<file path="config.mk">
export PLATFORM = sky130hd
export DESIGN_NAME = bus_peripherals
export DESIGN_NICKNAME = d
export VERILOG_FILES = /design/src/rtl/bus_periph_pkg.sv /design/src/rtl/bus_peripherals_uart_tx.sv /design/src/rtl/bus_peripherals.sv
export SDC_FILE = /design/constraint.sdc
export NUM_CORES = 1
export LEC_CHECK = 0
export BUFFER_PORTS_ARGS = -buffer_cell sky130_fd_sc_hd__buf_2
export CAP_MARGIN = 10
export CORE_UTILIZATION = 60
export DETAILED_ROUTE_END_ITERATION = 6
export GPL_ROUTABILITY_DRIVEN = 1
export GPL_TIMING_DRIVEN = 1
export PLACE_DENSITY = 0.83
export SKIP_LAST_GASP = 1
export SLEW_MARGIN = 20
export SYNTH_ARGS = -nofsm -noshare
export SYNTH_HDL_FRONTEND = slang
export SYNTH_HIERARCHICAL = 1
export SYNTH_SLANG_ARGS = --single-unit
export TNS_END_PERCENT = 100
</file>
<file path="constraint.sdc">
create_clock -name clk -period 6.48 [get_ports clk]
set_input_delay 0.324 -clock clk [delete_from_list [all_inputs] [get_ports clk]]
set_output_delay 0.324 -clock clk [all_outputs]
set_load 0.01 [all_outputs]
</file>
<file path="src/rtl/bus_periph_pkg.sv">
// Shared constants and types for the memory-mapped peripheral block:
// address window, register indices, TCON bit positions and UART states.
package bus_periph_pkg;

  localparam logic [31:0] BASE_ADDR = 32'h4000_0000;
  localparam logic [26:0] BASE_HI   = 27'h200_0000;

  localparam logic [2:0] REG_TH       = 3'd0;
  localparam logic [2:0] REG_TL       = 3'd1;
  localparam logic [2:0] REG_TCON     = 3'd2;
  localparam logic [2:0] REG_LED      = 3'd3;
  localparam logic [2:0] REG_DIGI     = 3'd4;
  localparam logic [2:0] REG_SYSTICK  = 3'd5;
  localparam logic [2:0] REG_UART_TXD = 3'd6;
  localparam logic [2:0] REG_UART_CON = 3'd7;

  localparam int TCON_EN = 0;
  localparam int TCON_IE = 1;
  localparam int TCON_IS = 2;

  typedef enum logic [1:0] {
    ST_IDLE  = 2'd0,
    ST_START = 2'd1,
    ST_DATA  = 2'd2,
    ST_STOP  = 2'd3
  } uart_state_t;

endpackage

</file>
<file path="src/rtl/bus_peripherals_uart_tx.sv">
// 8N1 serial transmitter, LSB first; tx is driven straight from a register.
module uart_tx
  import bus_periph_pkg::*;
#(
  parameter int CLK_DIV = 868
) (
  input  logic       clk,
  input  logic       reset,
  input  logic       start,
  input  logic [7:0] data,
  output logic       busy,
  output logic       done_pulse,
  output logic       tx
);

  localparam int DIV_W = $clog2(CLK_DIV);
  localparam logic [DIV_W-1:0] DIV_LAST = DIV_W'(CLK_DIV - 1);

  uart_state_t      state_r, state_s;
  logic [DIV_W-1:0] div_r, div_s;
  logic [2:0]       bit_r, bit_s;
  logic [7:0]       shift_r, shift_s;
  logic             tx_r, tx_s;
  logic             busy_r, busy_s;
  logic             div_end_s;

  always_ff @(posedge clk or posedge reset) begin
    if (reset) begin
      state_r <= ST_IDLE;
      div_r   <= {DIV_W{1'b0}};
      bit_r   <= 3'd0;
      shift_r <= 8'h00;
      tx_r    <= 1'b1;
      busy_r  <= 1'b0;
    end else begin
      state_r <= state_s;
      div_r   <= div_s;
      bit_r   <= bit_s;
      shift_r <= shift_s;
      tx_r    <= tx_s;
      busy_r  <= busy_s;
    end
  end

  // Each state lasts CLK_DIV cycles; the shift register feeds the next bit.
  always_comb begin
    state_s    = state_r;
    div_s      = div_r;
    bit_s      = bit_r;
    shift_s    = shift_r;
    tx_s       = tx_r;
    busy_s     = busy_r;
    done_pulse = 1'b0;
    div_end_s  = (div_r == DIV_LAST);
    case (state_r)
      ST_IDLE: begin
        if (start) begin
          state_s = ST_START;
          div_s   = {DIV_W{1'b0}};
          shift_s = data;
          tx_s    = 1'b0;
          busy_s  = 1'b1;
        end else begin
          state_s = ST_IDLE;
        end
      end
      ST_START: begin
        if (div_end_s) begin
          state_s = ST_DATA;
          div_s   = {DIV_W{1'b0}};
          bit_s   = 3'd0;
          tx_s    = shift_r[0];
          shift_s = {1'b0, shift_r[7:1]};
        end else begin
          div_s = div_r + DIV_W'(1);
        end
      end
      ST_DATA: begin
        if (div_end_s) begin
          div_s = {DIV_W{1'b0}};
          if (bit_r == 3'd7) begin
            state_s = ST_STOP;
            tx_s    = 1'b1;
          end else begin
            bit_s   = bit_r + 3'd1;
            tx_s    = shift_r[0];
            shift_s = {1'b0, shift_r[7:1]};
          end
        end else begin
          div_s = div_r + DIV_W'(1);
        end
      end
      ST_STOP: begin
        if (div_end_s) begin
          state_s    = ST_IDLE;
          div_s      = {DIV_W{1'b0}};
          busy_s     = 1'b0;
          done_pulse = 1'b1;
        end else begin
          div_s = div_r + DIV_W'(1);
        end
      end
      default: begin
        state_s = ST_IDLE;
        tx_s    = 1'b1;
        busy_s  = 1'b0;
      end
    endcase
  end

  assign busy = busy_r;
  assign tx   = tx_r;

endmodule

</file>
<file path="src/rtl/bus_peripherals.sv">
// Peripheral block at 0x4000_0000..0x4000_001F: reloadable timer with irq,
// LED/DIGI outputs, free-running SYSTICK and a UART transmitter.
module bus_peripherals
  import bus_periph_pkg::*;
#(
  parameter int CLK_DIV = 868
) (
  input  logic        clk,
  input  logic        reset,
  input  logic        MemRead,
  input  logic        MemWrite,
  input  logic [31:0] MemBus_Address,
  input  logic [31:0] MemBus_Write_Data,
  output logic [31:0] Device_Read_Data,
  output logic [7:0]  leds,
  output logic [11:0] digi,
  output logic        irq,
  output logic        uart_tx
);

  logic        hit_s, wr_s, tl_ovf_s, tx_accept_s, unused_s;
  logic [2:0]  idx_s;
  logic [31:0] th_r, tl_r, systick_r, rdata_s;
  logic [2:0]  tcon_r;
  logic [7:0]  led_r, txd_r;
  logic [11:0] digi_r;
  logic        start_r, done_r, busy_s, done_pulse_s;

  assign hit_s    = (MemBus_Address[31:5] == BASE_HI);
  assign idx_s    = MemBus_Address[4:2];
  assign wr_s     = MemWrite & hit_s;
  assign unused_s = &{1'b0, MemBus_Address[1:0]};
  assign tl_ovf_s = tcon_r[TCON_EN] & (tl_r == 32'hFFFF_FFFF);
  // The finishing cycle of a frame already counts as idle; a pending start blocks.
  assign tx_accept_s = wr_s & (idx_s == REG_UART_TXD) & (~busy_s | done_pulse_s) & ~start_r;

  // Bus writes to TL/TCON take priority over the timer's own update.
  always_ff @(posedge clk or posedge reset) begin
    if (reset) begin
      th_r   <= 32'h0;
      tl_r   <= 32'h0;
      tcon_r <= 3'b000;
    end else begin
      if (wr_s && idx_s == REG_TH) th_r <= MemBus_Write_Data;
      if (wr_s && idx_s == REG_TL) tl_r <= MemBus_Write_Data;
      else if (tl_ovf_s)           tl_r <= th_r;
      else if (tcon_r[TCON_EN])    tl_r <= tl_r + 32'd1;
      if (wr_s && idx_s == REG_TCON)         tcon_r <= MemBus_Write_Data[2:0];
      else if (tl_ovf_s && tcon_r[TCON_IE])  tcon_r[TCON_IS] <= 1'b1;
    end
  end

  always_ff @(posedge clk or posedge reset) begin
    if (reset) begin
      led_r     <= 8'h00;
      digi_r    <= 12'h000;
      systick_r <= 32'h0;
      txd_r     <= 8'h00;
      start_r   <= 1'b0;
      done_r    <= 1'b0;
    end else begin
      systick_r <= systick_r + 32'd1;
      if (wr_s && idx_s == REG_LED)  led_r  <= MemBus_Write_Data[7:0];
      if (wr_s && idx_s == REG_DIGI) digi_r <= MemBus_Write_Data[11:0];
      if (tx_accept_s) txd_r <= MemBus_Write_Data[7:0];
      start_r <= tx_accept_s;
      if (done_pulse_s)                         done_r <= 1'b1;
      else if (wr_s && idx_s == REG_UART_CON)   done_r <= 1'b0;
    end
  end

  uart_tx #(.CLK_DIV(CLK_DIV)) u_uart_tx (
    .clk        (clk),
    .reset      (reset),
    .start      (start_r),
    .data       (txd_r),
    .busy       (busy_s),
    .done_pulse (done_pulse_s),
    .tx         (uart_tx)
  );

  always_comb begin
    rdata_s = 32'h0;
    if (MemRead && hit_s) begin
      case (idx_s)
        REG_TH:       rdata_s = th_r;
        REG_TL:       rdata_s = tl_r;
        REG_TCON:     rdata_s = {29'h0, tcon_r};
        REG_LED:      rdata_s = {24'h0, led_r};
        REG_DIGI:     rdata_s = {20'h0, digi_r};
        REG_SYSTICK:  rdata_s = systick_r;
        REG_UART_TXD: rdata_s = {24'h0, txd_r};
        REG_UART_CON: rdata_s = {30'h0, done_r, busy_s};
        default:      rdata_s = 32'h0;
      endcase
    end else begin
      rdata_s = 32'h0;
    end
  end

  assign Device_Read_Data = rdata_s;
  assign leds = led_r;
  assign digi = digi_r;
  assign irq  = tcon_r[TCON_IS];

endmodule
</file>
==> results.md <==
* PortBufs at 119
* Critical Path, Cell by Cell: buf_2 > nor4_2 > nand4_1 > nor3_1 > and3_1 > mux2_2
* Sequential Area at approximately 0.0039 mm²
* CTS tree: done
* WHS at 0.109 ns
* Fraction of synthesized cell area taken by the top area cell type at 0.419
* Worst slew margin relative to its limit at 0.302
* Fin crit period at 2.94 ns
* Share of async-settable or async-resettable flops after synthesis at 1.00
* Boundary Pins at 122
* Total of warnings raised by yosys at 6
* Ys flop type: sky130_fd_sc_hd__dfrtp_1
* Die outline width at 125 µm
* FILL cells at 1086
* CP Max Fanout at 12
* Aggregate global-route resource usage at 0.314
* Clock sink total at 154
* DRT antenna net count at 0
* Share of the core filled with cells at 0.706
* Max Root-Sink Buffers at 2
* Clock transition at the register clock pins on the worst setup and hold paths after CTS at 0.06 ns
* Number of placement rows at 44
* RD Place Congestion at 0.883
* Final Hold Viols at 0
* Areal power density over the cells at 219 mW/mm²
* Num CTS Buffers at 17
* Die area at ~0.016 mm²
* Via-to-Cell Ratio at around 6.3
* Antenna violations before repair at 0
* Hold WC Path Type: input pin to asynchronous set/reset pin
* Number of DRC markers after the initial detailed-route iteration at 777
* Number of buffer and inverter stages on the critical path at 1
* Status: finished, violations left
* Global-route wire length before repair at roughly 38 mm
* Post-Synthesis Net Count at 995
* Startpoint-to-endpoint class of the critical path: input pin to flip-flop
* Register bit total from synthesis at 154
* Number of nets in the finished design at 1088
* Number of gates resized after cts at 0
* Worst path max stage delay at 0.73 ns
* Worst path setup slack after routing at ~3.5 ns
* Required time at the worst-slack endpoint at about 6.8 ns
* Busiest layer in global routing: met2
* Most frequent cells after synthesis: sky130_fd_sc_hd__dfrtp_1 (153), sky130_fd_sc_hd__nor2_1 (87), sky130_fd_sc_hd__nand2_1 (71)
* Layout area overhead at 13.5%
* Critical Path Sink Type: flip-flop
* Post-CTS setup-driven buffer insertion count at 0
* Endpoints failing setup at 0
* Total area of multi-input combinational cells at roughly 0.0049 mm²
* H-tree level count at 4
* Ant. Diodes at 0
* Core area at 0.0147 mm²
* CTS Root Buffer Type: sky130_fd_sc_hd__clkbuf_16
* Count of distinct cell types in the synthesized netlist at a little under 70
* Most repeated cell in the gate-level netlist after synthesis: sky130_fd_sc_hd__dfrtp_1
* Final count of pins violating max slew at 0
* Routed via count at 7642
* Leakage power summed over all cells at 4.92 nW
* Fmax at 340 MHz
* Max stage delay cell, worst path: sky130_fd_sc_hd__and3_1
* Fraction of the yosys area taken by sequential cells at 0.422
* Max_cap viols at 0
* Avg WL per Cell at 19.7 µm
* Worst-skew pair later-pin latency at 0.43 ns
* Share of layout cells above drive strength 1 at 0.256
* Setup slack, reg-to-reg at roughly 3.6 ns
* DPL Wire Length at 16.0 mm
* Detailed-route wire length at 23.7 mm
* Syn_area_per_cell at 9.98 µm²
* Number of remaining DRC errors at 5
* Sum of negative setup slack at 0 ns
* Placement-stage worst setup slack at between 3 and 4 ns
* Post-synth EDFFs at 0
* Cell area after synthesis at 0.00915 mm²
* Violated checks: design-rule violations
* Ranking of synthesized cells by area: sky130_fd_sc_hd__dfrtp_1 (42%), sky130_fd_sc_hd__mux2_2 (6.3%), sky130_fd_sc_hd__mux2i_1 (5.7%)
* Synth Instances at 916
* Count of hold buffers inserted by post-cts repair at 0
* Worst clock skew at approximately 0.0062 ns
* Routing usage on met3 at 0.0543
* Global route total overflow at 0
* Cell type with the largest total area after synthesis: sky130_fd_sc_hd__dfrtp_1
* VDD IR-drop max at approximately 0.00024 V
* GR Layer Usage met1 at 0.414
* Via count of the first global-routing pass at 7454
* Largest net degree at the start of global routing at 75
* Cell family contributing the most delay on the critical path: simple AND/OR/NAND/NOR gates
* Initial core utilization at 0.622
* Arrival @ worst endpoint at between 3 and 4 ns
* Period utilization at 0.454
* Met2 track demand over resource at 0.515
* Finished Cell Area at 0.0104 mm²
* Detailed-routing iteration count for the pre-antenna-repair pass at 7
* Total placed instance area at about 0.0098 mm²
* Startpoint Class: input pin
* RSZ-0062 raised after global routing: no
* Slew @ Worst Pin at 1.04 ns
* Die span in y at 125 µm
==> routing by layer <==
metal / vias to the layer above / wire, µm
met3: 45 / 1450
met2: 308 / 11400
met4: 0 / 609
li1: 3501 / -
met5: - / 0
met1: 3788 / 10200
==> per-stage QoR <==
| step | power (mW) | cells |
|---|---|---|
| CTS | 2.27 | 1206 |
| global placement | 1.22 | 1174 |
| global route | 2.34 | 1206 |
| detailed placement | 1.22 | 1174 |
| finish | 2.27 | 1206 |
| floorplan | 1.15 | 916 |
==> where the power goes <==
| part | total [mW] | switching [mW] | internal [mW] |
|---|---|---|---|
| combinational | 0.234 | 0.148 | 0.0863 |
| clock | 1.06 | 0.419 | 0.645 |
| sequential | 0.970 | 0.00432 | 0.966 |
==> cells in the final DEF, fill, tap and decap left out, types with 5 or more instances in the layout <==
cell                        instances
sky130_fd_sc_hd__dfrtp_1          153
sky130_fd_sc_hd__buf_2            119
sky130_fd_sc_hd__nor2_1            87
sky130_fd_sc_hd__nand2_1           71
sky130_fd_sc_hd__mux2i_1           52
sky130_fd_sc_hd__mux2_2            51
sky130_fd_sc_hd__a21oi_1           35
sky130_fd_sc_hd__nand3_1           30
sky130_fd_sc_hd__nor3_1            29
sky130_fd_sc_hd__xnor2_1           28
sky130_fd_sc_hd__inv_1             27
sky130_fd_sc_hd__o21ai_0           26
sky130_fd_sc_hd__nand4_1           23
sky130_fd_sc_hd__and3_1            20
sky130_fd_sc_hd__mux2_4            20
sky130_fd_sc_hd__a211oi_1          19
sky130_fd_sc_hd__xor2_1            18
sky130_fd_sc_hd__clkbuf_16         17
sky130_fd_sc_hd__o211ai_1          14
sky130_fd_sc_hd__nor2b_1           11
sky130_fd_sc_hd__nor4_1            11
sky130_fd_sc_hd__a31oi_1           11
sky130_fd_sc_hd__ha_1              11
sky130_fd_sc_hd__o31ai_1            9
sky130_fd_sc_hd__or2_2              9
sky130_fd_sc_hd__a22o_1             9
sky130_fd_sc_hd__or3_1              8
sky130_fd_sc_hd__buf_4              8
sky130_fd_sc_hd__and4_1             7
sky130_fd_sc_hd__and2_1             6
sky130_fd_sc_hd__mux2_1             6
sky130_fd_sc_hd__nor4_2             5
sky130_fd_sc_hd__a21boi_0           5
==> layout make-up <==
class | instances | share of cell area
inverter | 28 | 0.0104
clock inverter | 15 | 0.0192
multi-input combinational | 681 | 0.473
clock buffer | 17 | 0.0410
tap | 184 | 0.0222
timing repair buffer | 127 | 0.0632
sequential | 154 | 0.372
==> flip-flops by register name, summed over array words and instances (netlist names) <==
signal and flops:
systick_r 32, leds 8, u_uart_tx/state_r 2, start_r 1
tcon_r 3, u_uart_tx/shift_r 8, th_r 32, tl_r 32
u_uart_tx/tx 1, txd_r 8, u_uart_tx/bit_r 3, done_r 1
u_uart_tx/div_r 10, u_uart_tx/busy 1, digi 12
==> logic make-up after synthesis <==
group	count (synthesis)	synth area share
multiplexers	130	0.162
flip-flops	154	0.422
buffers and inverters	81	0.0423
XOR/XNOR	46	0.0441
adder cells (fa/ha/maj)	11	0.0150
AND/OR/NAND/NOR	339	0.199
AO/OA/AOI/OAI	155	0.115
==> final timing paths <==
path,start,to,depth (start not counted)
max,MemBus_Address[6],digi[3]$_DFFE_PP0P_,6
min,reset,leds[0]$_DFFE_PP0P_,2
max reg2reg,tl_r[3]$_DFFE_PP0P_,tl_r[17]$_DFFE_PP0P_,5
min reg2reg,systick_r[31]$_DFF_PP0_,systick_r[31]$_DFF_PP0_,1
max in group asynchronous,reset,systick_r[14]$_DFF_PP0_,3
min in group clk,MemBus_Write_Data[26],th_r[26]$_DFFE_PP0P_,3
Note: power is estimated with default switching activity, not from simulation.
